File: config.mk
export PLATFORM = sky130hd
export DESIGN_NAME = spimem_arb
export DESIGN_NICKNAME = d
export VERILOG_FILES = /design/src/rtl/spimem_arb.sv
export SDC_FILE = /design/constraint.sdc
export NUM_CORES = 1
export LEC_CHECK = 0
export ABC_AREA = 1
export BUFFER_PORTS_ARGS = -buffer_cell sky130_fd_sc_hd__buf_2
export CAP_MARGIN = 5
export CORE_ASPECT_RATIO = 0.7
export CORE_MARGIN = 2
export CORE_UTILIZATION = 32
export CTS_BUF_LIST = sky130_fd_sc_hd__clkbuf_8
export DETAILED_ROUTE_END_ITERATION = 12
export GPL_TIMING_DRIVEN = 1
export PLACE_DENSITY = 0.9
export SLEW_MARGIN = 20
export SYNTH_ARGS = -nofsm -noshare
export SYNTH_HDL_FRONTEND = slang
export SYNTH_SLANG_ARGS = --single-unit
File: constraint.sdc
create_clock -name clk -period 1.7 [get_ports clk]
set_clock_uncertainty 0.1 [all_clocks]
set_input_delay 0.255 -clock clk [delete_from_list [all_inputs] [get_ports clk]]
set_output_delay 0.255 -clock clk [all_outputs]
set_load 0.03 [all_outputs]
File: src/rtl/spimem_arb.sv
// Two-port round-robin arbiter in front of a single SPI flash read port.
// Grants are held for a whole burst; contended bursts are optionally preempted after MAX_BURST beats.
module spimem_arb #(
  parameter int unsigned ADDR_W    = 24,
  parameter int unsigned MAX_BURST = 8,
  parameter int unsigned CNT_W     = 8
) (
  input  logic              clk,
  input  logic              reset,
  input  logic [ADDR_W-1:0] m0_addr,
  input  logic              m0_valid,
  output logic              m0_ready,
  output logic [31:0]       m0_rdata,
  input  logic [ADDR_W-1:0] m1_addr,
  input  logic              m1_valid,
  output logic              m1_ready,
  output logic [31:0]       m1_rdata,
  output logic [ADDR_W-1:0] spimem_addr,
  output logic              spimem_valid,
  input  logic              spimem_ready,
  input  logic [31:0]       spimem_rdata,
  output logic [1:0]        gnt
);

  typedef enum logic [1:0] {ST_IDLE, ST_G0, ST_G1, ST_SWITCH} state_t;

  localparam logic [CNT_W-1:0] LP_CNT_MAX = CNT_W'(MAX_BURST);
  localparam logic [CNT_W-1:0] LP_CNT_PRE = CNT_W'((MAX_BURST == 0) ? 0 : MAX_BURST - 1);

  state_t           r_state;
  logic             r_last;
  logic [CNT_W-1:0] r_cnt;

  logic w_g0;
  logic w_g1;
  logic w_own_valid;
  logic w_other_valid;
  logic w_preempt;

  assign w_g0          = (r_state == ST_G0);
  assign w_g1          = (r_state == ST_G1);
  assign w_own_valid   = w_g0 ? m0_valid : m1_valid;
  assign w_other_valid = w_g0 ? m1_valid : m0_valid;
  assign w_preempt     = (MAX_BURST != 0) && spimem_ready && (r_cnt == LP_CNT_PRE) && w_other_valid;

  always_ff @(posedge clk) begin
    if (reset) begin
      r_state <= ST_IDLE;
      r_last  <= 1'b1;
      r_cnt   <= '0;
    end else begin
      case (r_state)
        ST_IDLE: begin
          // A tie goes to the port that was not served last.
          if (m0_valid && (!m1_valid || r_last)) begin
            r_state <= ST_G0;
            r_last  <= 1'b0;
            r_cnt   <= '0;
          end else if (m1_valid) begin
            r_state <= ST_G1;
            r_last  <= 1'b1;
            r_cnt   <= '0;
          end
        end
        ST_G0, ST_G1: begin
          // Release wins over preemption when both happen on the same edge.
          if (!w_own_valid) begin
            r_state <= ST_IDLE;
            r_cnt   <= '0;
          end else if (spimem_ready) begin
            if (r_cnt != LP_CNT_MAX) r_cnt <= r_cnt + CNT_W'(1);
            if (w_preempt) r_state <= ST_SWITCH;
          end
        end
        ST_SWITCH: begin
          r_cnt <= '0;
          if (r_last) begin
            r_state <= ST_G0;
            r_last  <= 1'b0;
          end else begin
            r_state <= ST_G1;
            r_last  <= 1'b1;
          end
        end
        default: r_state <= ST_IDLE;
      endcase
    end
  end

  assign spimem_addr  = w_g0 ? m0_addr : (w_g1 ? m1_addr : '0);
  assign spimem_valid = (w_g0 & m0_valid) | (w_g1 & m1_valid);
  assign m0_ready     = spimem_ready & w_g0;
  assign m1_ready     = spimem_ready & w_g1;
  assign m0_rdata     = spimem_rdata;
  assign m1_rdata     = spimem_rdata;
  assign gnt          = {w_g1, w_g0};

endmodule

==> qor.txt <==
Status: complete, but fails checks
Failing checks: setup timing
Detailed Routing Iterations Pass 1: 4
Number of cells on the critical path: 6
CTS tree: yes
Startpoint types: register
Pins Over Slew Limit: 0
Worst hold endpoint: r_cnt[1]
First-pass GRT wire length: 7180 um
Max_cap viols: 0
CTS Hold Bufs: 0
Gr ovfl total: 0
Worst-margin pin slew: 352 ps
Drt via density: 4.72
Reg2reg setup slack: 40 ps
Cell area power density: 1460 nW/um^2
Crit Path Class: register to output pin
Post-synth top flop: dfxtp_1
HP Start: reset
Yosys top cell area share: 30.5%
Synth cell count leaders: nand2_1 (79), buf_4 (66), nand3_1 (28)
Die width: 89.2 um
DRC errors left: 0
NetSw: 1.52 mW
Initial antenna violation count: 0
Period Utilization, post-route: 101%
Worst-path clk slew: 50 ps
Antenna-violating nets left: 0
Clk buf depth: 2
Synth cell types: 26
Routability cong.: 0.855
Worst setup slack after layout: -20.6 ps
R2r worst-path depth: 9
Sw Share: 50.5%
Fin area: 2070 sq um
Sequential power share: 11.8%
Max stage delay on crit path: 330 ps
Post-Synthesis Cells: 271
Max Freq: 581 MHz
H-tree Lvls: 1
Int Pwr: 1.49 mW
RSZ-0062 raised after global routing: true
Count leader, synth: nand2_1
Sequential area share after synthesis: 13.5%
Crit-path cells: buf_4 -> ha_4 -> clkbuf_16 -> nand3_1 -> nand2_1 -> buf_6
Crit path buf inv count: 3
EDFF count, synth: 0
Yosys warnings: 0
Initial Util: 33.6%
Logic pwr share: 79.7%
CP max FO: 7
Post-Place Worst Slack: 19.5 ps
Drt wl/cell: 13.7 um
Largest net degree at the start of global routing: 27
Worst hold stages: 2
Die Ht: 63.7 um
Synthesized Nets: 363
Final Hold Viols: 0
Clock Power Share: 8.5%
Cell taking the most area after synthesis: buf_4
Slew margin rel.: 76.3%
Fin nets: 387
Slowest-stage cell, CP: dfxtp_2
IO Pins: 178
Core Area: 4830 sq um
Lkg Pwr: 1.08 nW
Mapped Avg Cell Area: 6.00 sq um
Setup_tns: -45.3 ps
Diodes inserted: 0
Critical Path RT: 1340 ps
Crit path DAT: 1370 ps
TritonCTS Sinks: 11
Final setup fails: 3
Synthesized flop and latch total: 11
Area of placed instances: 1710 sq um
Reg2reg start: r_state[1]
Layout cells sized above 1: 47.3%
Hold/Removal Path Class: primary input to register
P&R area growth vs syn: 27.4%
Ranking of synthesized cells by area: buf_4 (30%), nand2_1 (18%), dfxtp_1 (14%), nand3_1 (8.6%), nor2_1 (5.5%)
Worst r2r dst: r_state[0]
VDD IR max: 0.841 mV
CP Capture Type: output pin
Minimum clock period: 1720 ps
Vias in the first global route: 1587
Number of port buffers: 81
Worst-Skew Late Latency: 240 ps
Via count: 1713
Die area: 5680 sq um
Post-DP HPWL: 3700 um
Initial DRC count: 89
CTS Buf Count: 3
Synth Cell Area: 1630 sq um
Async S/R FF share, synth: 0%
Row cnt: 21
CTS root buf: clkbuf_8
Wirelength, routed: 4980 um
Gr usage total: 15.9%
Crit path max-delay family: buffers and inverters
[cell type report]
type                            count  area (sq um)
Clock buffer                        3          41.3
Clock inverter                      1          3.75
Fill cell                         504          2760
Inverter                           22          85.1
Multi-Input combinational cell    163           892
Sequential cell                    11           225
Tap cell                           69          86.3
Timing Repair Buffer               94           738
[routing by layer]
layer | GRT usage (%) | vias up | part of all wire, %
li1 | - | 823 | -
met1 | 19.5 | 773 | 38
met2 | 25.5 | 103 | 48
met3 | 5.90 | 14 | 12
met4 | 4.85 | 0 | 1.4
met5 | 0 | - | 0
[stage by stage]
step	std cells	power, mW	utilization [%]	hold slack, ps
floorplan	271	1.92	-	227
CTS	360	2.73	39.9	125
finish	363	3.02	42.9	126
global placement	354	2.10	35.5	372
detailed placement	354	2.14	35.5	375
global route	363	3.22	42.9	138
[timing repair]
item,4_1_cts,5_1_grt
setup buffers,1,1
gates cloned,1,2
pin swaps,1,8
resized for setup,46,34
endpoints found under the setup margin,27,34
[how the worst max path moves through the flow]
stage / startpoint / end
2_1_floorplan: r_state[1] / spimem_addr[14]
3_3_place_gp: r_state[1] / r_cnt[7]
3_5_place_dp: r_state[1] / r_cnt[7]
4_1_cts: r_state[0] / spimem_addr[8]
5_1_grt: r_state[1] / spimem_addr[14]
6_report: r_state[1] / spimem_addr[2]
[power by group through the flow]
stage	combinational (mW)	clock, mW	sequential [mW]
6_report	2.40	0.256	0.355
5_1_grt	2.58	0.279	0.363
4_1_cts	2.12	0.262	0.351
3_5_place_dp	1.80	0	0.344
3_3_place_gp	1.76	0	0.341
2_1_floorplan	1.58	0	0.338
[cells in the final DEF (no fill, tap or decap), drive strengths merged]
cell type,n
dfxtp,11
clkbuf,5
nand3b,1
a21boi,1
ha,7
buf,92
inv,23
nor2,24
nor4,1
nor3,1
nand3,29
a22oi,1
nand2,82
o211ai,1
a21oi,5
o21ai,8
a21o,1
nand4,1
[kinds of logic (layout without fill, tap and decap cells)]
| logic type | Yosys count | count (layout) | share of synthesized area, % |
|---|---|---|---|
| AND/OR/NAND/NOR | 139 | 139 | 36.7 |
| buffers and inverters | 97 | 120 | 38.2 |
| AO/OA/AOI/OAI | 17 | 17 | 6.15 |
| flip-flops | 11 | 11 | 13.5 |
| adder cells (fa/ha/maj) | 7 | 7 | 5.38 |
[worst reg2reg max path, delay by kind of cell (launching register included)]
family | cells | cell delay [ps]
flops | 1 | 330
fa+ha+maj | 1 | 180
simple gates | 4 | 390
buf+inv | 2 | 200
compound gates | 2 | 350
[flip-flops by register name, summed over array words and instances, names as in the netlist]
register  flops
r_cnt         8
r_last        1
r_state       2
Power figures use the tool's default switching activity.
